<file path="src/rtl/wb_pkg.sv">
// rtl/wb_pkg.sv - shared constants for the writeback arbiter
package wb_pkg;

    localparam int WB_NREQ    = 3;
    localparam int WB_AW      = 5;
    localparam int WB_DW      = 32;
    localparam int WB_PTR_W   = 2;

    localparam int REQ_ALU    = 0;
    localparam int REQ_LOAD   = 1;
    localparam int REQ_MULDIV = 2;

    localparam logic [WB_AW-1:0] ZERO_REG = 5'd0;

    typedef logic [WB_PTR_W-1:0] wb_ptr_t;

endpackage

</file>
<file path="src/rtl/decoder.sv">
// rtl/decoder.sv - 5-to-32 one-hot register decoder
module decoder (
    input  logic [4:0]  a,
    output logic [31:0] y
);

    assign y = 32'd1 << a;

endmodule

</file>
<file path="src/rtl/wb_arbiter.sv">
// rtl/wb_arbiter.sv - round-robin register-file write port arbiter
// Optional conflict counter enabled by WB_CONFLICT_CNT_EN.
module wb_arbiter
    import wb_pkg::*;
#(
    parameter int NREQ = WB_NREQ,
    parameter int AW   = WB_AW,
    parameter int DW   = WB_DW
) (
    input  logic                clk,
    input  logic                rst,
    input  logic [NREQ-1:0]     req_valid,
    input  logic [NREQ*AW-1:0]  req_addr,
    input  logic [NREQ*DW-1:0]  req_data,
    output logic [NREQ-1:0]     req_ready,
    input  logic                wb_stall,
`ifdef WB_CONFLICT_CNT_EN
    output logic [15:0]         conflict_cnt,
`endif
    output logic                we,
    output logic [AW-1:0]       wa,
    output logic [DW-1:0]       wd,
    output logic [31:0]         we_onehot
);

    wb_ptr_t           r_ptr;
    logic              r_we;
    logic [AW-1:0]     r_wa;
    logic [DW-1:0]     r_wd;

    logic [NREQ-1:0]   w_grant;
    wb_ptr_t           w_gidx;
    wb_ptr_t           w_next_ptr;
    logic              w_xfer;
    logic [AW-1:0]     w_sel_addr;
    logic [DW-1:0]     w_sel_data;
    logic [31:0]       w_dec;

    // Rotating priority: scan from ptr upward, first valid requester wins.
    always_comb begin
        logic found;
        int   idx;
        w_grant = '0;
        w_gidx  = '0;
        found   = 1'b0;
        idx     = 0;
        for (int k = 0; k < NREQ; k++) begin
            idx = (int'(r_ptr) + k) % NREQ;
            if (!found && req_valid[idx]) begin
                found          = 1'b1;
                w_grant[idx]   = 1'b1;
                w_gidx         = wb_ptr_t'(idx);
            end
        end
        if (wb_stall || !rst) begin
            w_grant = '0;
        end
    end

    assign req_ready  = w_grant;
    assign w_xfer     = |w_grant;
    assign w_next_ptr = (w_gidx == wb_ptr_t'(NREQ-1)) ? '0 : w_gidx + 1'b1;

    always_comb begin
        w_sel_addr = '0;
        w_sel_data = '0;
        for (int i = 0; i < NREQ; i++) begin
            if (w_grant[i]) begin
                w_sel_addr = w_sel_addr | req_addr[i*AW +: AW];
                w_sel_data = w_sel_data | req_data[i*DW +: DW];
            end
        end
    end

    // Writes to $zero are accepted but never strobed.
    always_ff @(posedge clk or negedge rst) begin
        if (!rst) begin
            r_ptr <= '0;
            r_we  <= 1'b0;
            r_wa  <= '0;
            r_wd  <= '0;
        end else if (w_xfer) begin
            r_ptr <= w_next_ptr;
            r_we  <= (w_sel_addr != ZERO_REG);
            r_wa  <= w_sel_addr;
            r_wd  <= w_sel_data;
        end else begin
            r_we  <= 1'b0;
        end
    end

    decoder u_decoder (
        .a (r_wa),
        .y (w_dec)
    );

    assign we        = r_we;
    assign wa        = r_wa;
    assign wd        = r_wd;
    assign we_onehot = r_we ? w_dec : 32'd0;

`ifdef WB_CONFLICT_CNT_EN
    logic [15:0] r_conflict_cnt;
    logic        w_multi;

    always_comb begin
        int n;
        n = 0;
        for (int i = 0; i < NREQ; i++) begin
            n = n + int'(req_valid[i]);
        end
        w_multi = (n >= 2);
    end

    always_ff @(posedge clk or negedge rst) begin
        if (!rst) begin
            r_conflict_cnt <= '0;
        end else if (w_multi && !wb_stall && (r_conflict_cnt != 16'hFFFF)) begin
            r_conflict_cnt <= r_conflict_cnt + 16'd1;
        end
    end

    assign conflict_cnt = r_conflict_cnt;
`else
    // Conflict counter not built.
`endif

endmodule

</file>
<file path="config.mk">
export PLATFORM = sky130hd
export DESIGN_NAME = wb_arbiter
export DESIGN_NICKNAME = d
export VERILOG_FILES = /design/src/rtl/wb_pkg.sv /design/src/rtl/decoder.sv /design/src/rtl/wb_arbiter.sv
export SDC_FILE = /design/constraint.sdc
export NUM_CORES = 1
export LEC_CHECK = 0
export ABC_AREA = 1
export CORE_MARGIN = 1
export CORE_UTILIZATION = 36
export DETAILED_ROUTE_END_ITERATION = 8
export GPL_TIMING_DRIVEN = 0
export PLACE_DENSITY = 0.94
export RECOVER_POWER = 100
export SYNTH_ARGS = -nofsm -noshare
export SYNTH_HDL_FRONTEND = slang
export SYNTH_SLANG_ARGS = --single-unit
</file>
<file path="constraint.sdc">
create_clock -name clk -period 3.3 [get_ports clk]
set_input_delay 0.99 -clock clk [delete_from_list [all_inputs] [get_ports clk]]
set_output_delay 0.99 -clock clk [all_outputs]
set_load 0.02 [all_outputs]
</file>
==> results of run 1 <==
-- power by group --
group | switching [uW] | internal (uW)
clock | 189 | 171
combinational | 1600 | 1180
sequential | 139 | 743
total | 1930 | 2090
-- registers in the layout, summed over array words and instances, names as in the netlist --
register and count:
wd 32, wa 5, r_ptr 2, we 1
-- cells by family (layout without fill, tap and decap cells) --
group | after synthesis | in the layout
buffers and inverters | 48 | 262
adders and majority gates | 4 | 4
AOI/OAI and AO/OA | 11 | 11
DFF | 40 | 40
and+or+nand+nor | 275 | 275
-- per-stage QoR --
stage               total power (uW)  utilization (%)  setup slack (ps)  std cells  area [sq um]
floorplan                       2440                -               373        378          2710
global placement                3380             65.2             -1980        666          4730
detailed placement              3500             65.5             -1040        667          4750
CTS                             4010             68.1              2.53        686          4940
global route                    4330             68.6             -24.3        691          4970
finish                          4020             68.6              43.4        691          4970
-- cells in the mapped netlist, types with 5 or more instances --
master	instances	area [sq um]
buf_2	6	30.0
buf_6	9	101
clkbuf_1	7	26.3
clkinv_1	6	22.5
dfrtp_1	40	1000
inv_1	12	45.0
nand2_1	119	447
nand2_2	5	31.3
nand3_1	29	145
nand4_1	80	500
nor2_1	37	139
-- cells in the final DEF, fill, tap and decap left out, types with 8 or more instances in the layout --
master           instances
nand3_1                 29
nand2_1                119
clkbuf_1                 8
dfrtp_1                 40
dlygate4sd3_1           37
clkdlybuf4s50_1        145
buf_4                   22
nand4_1                 80
buf_6                    9
nor2_1                  37
inv_1                   12
-- worst min-delay path, cell delays in order (launching register included) --
cell and delay, ps:
dfrtp_1 350, nand4_1 90, nand4_1 70
-- worst paths after layout --
kind / start / to / slack (ps) / cells after the start
max: req_valid[1] / req_ready[1] / 40 / 13
min: wd[27]$_DFFE_PN0P_ / wd[27]$_DFFE_PN0P_ / 540 / 2
max reg2reg: r_ptr[0]$_DFFE_PN0P_ / r_ptr[0]$_DFFE_PN0P_ / 530 / 15
min reg2reg: wd[27]$_DFFE_PN0P_ / wd[27]$_DFFE_PN0P_ / 540 / 2
max in group asynchronous: rst / wa[0]$_DFFE_PN0P_ / 1160 / 2
min in group asynchronous: rst / wd[15]$_DFFE_PN0P_ / 640 / 1
-- layer usage --
metal	global-route usage (%)	vias to the layer above	share of wire [%]
met5	0	-	0
met4	10.7	0	2.8
met3	6.16	23	8.1
met2	49.0	177	53
met1	28.7	1639	36
li1	-	1722	-
-- area by class of cell --
cell class	count	share of cell area, %
Tap cell	99	2.49
Timing Repair Buffer	210	41.0
Clock inverter	2	0.277
Multi-Input combinational cell	290	29.3
Inverter	23	2.26
Sequential cell	40	20.1
Buffer	21	2.87
Clock buffer	6	1.66
-- repair_timing --
| action | 4_1_cts | 5_1_grt |
|---|---|---|
| setup buffers | 13 | 7 |
| setup endpoints to repair | 3 | 22 |
| resized for setup | 28 | 11 |
| hold buffers | 0 | 0 |
| pin swaps | 7 | 7 |
| gates cloned | 0 | 0 |
==> impl_metrics.tcl, run 1 <==
set metrics [dict create \
    outcome "finished, final reports clean" \
    fin_setup_tns_ps 0 \
    routedWlPerCell_microns 15.2 \
    crit_type "primary input to primary output" \
    grt_max_degree 22 \
    grt_usage_pct 26.4 \
    slowest_delay_ps 260 \
    root_buffer "clkbuf_8" \
    leakage_uw 0.00212 \
    worst_pin_slew_ps 1220 \
    crit_chain "dlygate4sd2_1 > inv_1 > nand2_1 > nand3_1 > nand2_2 > buf_4 > nand3_1 > nand2_1 > inv_1 > nand2_2 > nand2_4 > inv_8 > buf_4" \
    yosys.area_share.simple_pct 48.7 \
    boundaryPins 190 \
    clockBufferDepth 2 \
    crit_path_max_fanout 5 \
    coreArea_sq_um 7250 \
    synth_seq_cells 40 \
    setup_viol 0 \
    startpoint_type "primary input" \
    drtAntennaViolNets 0 \
    min_path_type "flip-flop to flip-flop" \
    cts.sink_count 40 \
    maxCapViolations 0 \
    num_antenna_cells 0 \
    grt_pass1_vias 3454 \
    fin_skew_ps 9.82 \
    avgSynthCellArea_sq_um 7.18 \
    fp.dieArea_sq_um 7890 \
    end_kind "primary output" \
    antenna_found_initial 0 \
    place_hpwl_microns 8070 \
    clk_pin_slew_ps 90 \
    syn_area_sq_um 2710 \
    arrival_ps 2270 \
    synth_compound_area_share_pct 2.49 \
    gp_congestion 0.844 \
    clkLatencyLatePin_ps 290 \
    fillers 623 \
    chipHeight_microns 88.8 \
    postSynth.asyncResetShare_pct 100 \
    cp_slowest_cell "dlygate4sd2_1" \
    numCtsBuffers 5 \
    ys.flop_type "dfrtp_1" \
    period_needed_ps 3260 \
    drt_iter0_drc 196 \
    hold_viol 0 \
    ff_latch_area_sq_um 1000 \
    die_x_microns 88.8 \
    synth_top_family_by_area "simple AND/OR/NAND/NOR gates" \
    drive_gt1_share_pct 11.1 \
    yosysWarnings 0 \
    synth_cell_types 22 \
    synthesis.nets 499 \
    worst_path_dominant_cell_family "buffers and inverters" \
    worstPathRequired_ps 2310 \
    seq_area_frac_synth_pct 36.9 \
    grt_overflow_total 0 \
    synth-adder-area-share_pct 1.85 \
    fin_nets 712 \
    slew_headroom_pct 18.4 \
    report.final.slew_viol_count 0 \
    std_cell_rows 31 \
    synth_edf_count 0 \
    fin_crit_sh_pct 98.7 \
    fmax_mhz 307 \
    crit_buf_inv 6 \
    vias 3561 \
    wl_microns 10500 \
    max-vdd-ir-drop_mv 0.313 \
    synthMuxAreaShare_pct 0 \
    synth_cells 378 \
    multi_input_area_sq_um 1460 \
    grt_pass1_wl_microns 15900 \
    cts_tree "done" \
    synth_xor_area_share_pct 0 \
    start_util_pct 37.4 \
    drc_errors 0 \
    port_buffers 189 \
    syn_to_final_growth_pct 83.3 \
    via_per_inst 5.15 \
    htreeDepth 2 \
    powerDensity_nw_per_um2 808 \
    holdWs_ps 542 \
    drt_pre_antenna_iters 4 \
]
Power figures use the tool's default switching activity.
==> run 2: changes to the inputs <==
--- a/config.mk
+++ b/config.mk
@@ -5,13 +5,14 @@
 export SDC_FILE = /design/constraint.sdc
 export NUM_CORES = 1
 export LEC_CHECK = 0
-export ABC_AREA = 1
+export ABC_AREA = 0
 export CORE_MARGIN = 1
-export CORE_UTILIZATION = 36
+export CORE_UTILIZATION = 35
 export DETAILED_ROUTE_END_ITERATION = 8
 export GPL_TIMING_DRIVEN = 0
 export PLACE_DENSITY = 0.94
 export RECOVER_POWER = 100
+export SKIP_CTS_REPAIR_TIMING = 1
 export SYNTH_ARGS = -nofsm -noshare
 export SYNTH_HDL_FRONTEND = slang
 export SYNTH_SLANG_ARGS = --single-unit
==> impl_metrics.tcl, run 2 <==
set metrics [dict create \
    period_needed_ps 3250 \
    leakage_uw 0.00193 \
    grt_overflow_total 0 \
    start_util_pct 36.9 \
    gp_congestion 0.860 \
    yosysTopAreaCellShare_pct 39.0 \
    synth_cell_types 42 \
    report.final.slew_viol_count 0 \
    outcome "finished, final reports clean" \
    startpoint_type "primary input" \
    drive_gt1_share_pct 12.0 \
    yosysWarnings 0 \
    boundaryPins 190 \
    synth_xor_area_share_pct 0 \
    num_antenna_cells 0 \
    numCtsBuffers 5 \
    min_delay_path_depth 1 \
    via_per_inst 5.52 \
    slew_headroom_pct 67.3 \
    worst_pin_slew_ps 491 \
    grt_usage_pct 24.6 \
    routedWlPerCell_microns 17.3 \
    synth_area_leaders "dfrtp_1 39%, a221o_1 14%, a22o_1 13%, nor2_1 3.8%, nand2b_1 2.9%" \
    final_common_cell "clkdlybuf4s50_1" \
    drt_pre_antenna_iters 5 \
    crit_path_max_fanout 8 \
    synth_cells 254 \
    synthesis.nets 375 \
    largest_reg_flops 32 \
    yosys.area_share.simple_pct 15.9 \
    synth_compound_area_share_pct 34.3 \
    cts_tree "done" \
    fmax_mhz 308 \
    seq_area_frac_synth_pct 39.0 \
    vias 3070 \
    synthMuxAreaShare_pct 2.59 \
    r2r_cells 10 \
    fin_util_pct 69.5 \
    crit_type "primary input to primary output" \
    synth_area_leader_cell "dfrtp_1" \
    syn_area_sq_um 2560 \
    p_sw_share_pct 41.1 \
    p_comb_share_pct 62.6 \
    fp.dieArea_sq_um 7670 \
    hold_viol 0 \
    synth-adder-area-share_pct 1.95 \
    drt_iter0_drc 77 \
    place_hpwl_microns 7570 \
    avgSynthCellArea_sq_um 10.1 \
    antenna_found_initial 0 \
    max-vdd-ir-drop_mv 0.406 \
    clkLatencyLatePin_ps 290 \
    cts.sink_count 40 \
    ys.flop_type "dfrtp_1" \
    arrival_ps 2260 \
    std_cell_rows 30 \
    worstPathRequired_ps 2310 \
    root_buffer "clkbuf_8" \
    grt_pass1_wl_microns 14700 \
    fin_crit_sh_pct 98.5 \
    synth_most_common_cell "dfrtp_1" \
    p_int_uw 2110 \
    power_frac_clock_pct 12.2 \
    htreeDepth 2 \
    drc_errors 0 \
    powerDensity_nw_per_um2 744 \
    synth_seq_cells 40 \
    pwr-share-seq_pct 25.3 \
    coreArea_sq_um 6940 \
    die_x_microns 87.6 \
    wl_microns 9640 \
    clk_pin_slew_ps 80 \
    min_path_type "flip-flop to flip-flop" \
    layout_common_cells "182 x clkdlybuf4s50_1, 40 x dfrtp_1, 37 x a22o_1, 37 x a221o_1, 26 x nor2_1" \
    chipHeight_microns 87.6 \
    setup_viol 0 \
    fin_skew_ps 5.81 \
    grt_setup_unrepaired "true" \
    switchingPower_uw 1480 \
    fin_setup_tns_ps 0 \
    fin_nets 580 \
    clockBufferDepth 2 \
    maxCapViolations 0 \
    port_buffers 189 \
    drtAntennaViolNets 0 \
    end_kind "primary output" \
    grt_pass1_vias 3115 \
    synth_top_family_by_area "compound AO/OA/AOI/OAI gates" \
    synth_commonest_cells "40 x dfrtp_1, 37 x a221o_1, 37 x a22o_1" \
    grt_max_degree 28 \
    synth_edf_count 0 \
    syn_to_final_growth_pct 88.2 \
    postSynth.asyncResetShare_pct 100 \
]
## run 2: cell count changes after synthesis, sizes merged, moves of 5 or more
| cell | before | now |
|---|---|---|
| nor2b | 0 | 5 |
| nand3 | 30 | 3 |
| nand2 | 127 | 8 |
| a22o | 0 | 37 |
| nand2b | 0 | 12 |
| a221o | 0 | 37 |
| nand4 | 80 | 3 |
| inv | 17 | 5 |
| nor2 | 38 | 26 |
| nor3 | 0 | 10 |
| clkinv | 6 | 0 |
## run 2: stage by stage
| step | instances | hold WS (ps) | power (uW) | area, sq um | setup slack, ps |
|---|---|---|---|---|---|
| 2_1_floorplan | 254 | 517 | 2150 | 2560 | 121 |
| 3_3_place_gp | 539 | 494 | 2990 | 4580 | -2170 |
| 3_5_place_dp | 540 | 499 | 3080 | 4590 | -1150 |
| 4_1_cts | 548 | 521 | 3520 | 4710 | -1180 |
| 5_1_grt | 556 | 531 | 3790 | 4820 | -21.9 |
| 6_report | 556 | 516 | 3590 | 4820 | 48.5 |
## run 2: worst max-delay path, cell delays in order
cell and delay [ps]:
clkbuf_2 100, buf_6 130, mux2_4 270, mux2i_4 180, o21ai_1 100, a31oi_2 200, buf_6 150, buf_4 140
## run 2: cells by family after synthesis
| kind of cell | Yosys count |
|---|---|
| DFF | 40 |
| AOI/OAI and AO/OA | 99 |
| adders and majority gates | 4 |
| buffers and inverters | 29 |
| muxes | 5 |
| and+or+nand+nor | 77 |
## run 2: layer usage
metal  global-route usage (%)  routed length (microns)  part of all wire, %  vias up
met5                        0                        0                    0        -
met4                     5.96                      133                  1.4        0
met2                     49.8                     5410                   56      139
met3                     3.68                      484                  5.0       17
met1                     26.5                     3620                   37     1490
li1                         -                        -                    -     1424
## run 2: power by group through the flow
stage,sequential (uW),combinational [uW],clock [uW]
floorplan,1150,1000,0
global placement,888,2100,0
detailed placement,895,2180,0
CTS,893,2190,443
global route,941,2390,462
finish,907,2250,437
## run 2: layout make-up
| type | instances | area (sq um) |
|---|---|---|
| Buffer | 23 | 168 |
| Clock buffer | 6 | 82.6 |
| Clock inverter | 2 | 38.8 |
| Fill cell | 532 | 2120 |
| Inverter | 5 | 18.8 |
| Multi-Input combinational cell | 185 | 1440 |
| Sequential cell | 40 | 1000 |
| Tap cell | 96 | 120 |
| Timing Repair Buffer | 199 | 1960 |
## run 2: final timing paths
check,startpoint,endpoint,slack (ps)
hold reg to reg,wd[8]$_DFFE_PN0P_,wd[8]$_DFFE_PN0P_,520
setup reg to reg,r_ptr[0]$_DFFE_PN0P_,wd[7]$_DFFE_PN0P_,620
min in group asynchronous,rst,wa[4]$_DFFE_PN0P_,610
max in group asynchronous,rst,wd[22]$_DFFE_PN0P_,2210
hold / removal,wd[8]$_DFFE_PN0P_,wd[8]$_DFFE_PN0P_,520
setup / recovery,req_valid[1],req_ready[0],50
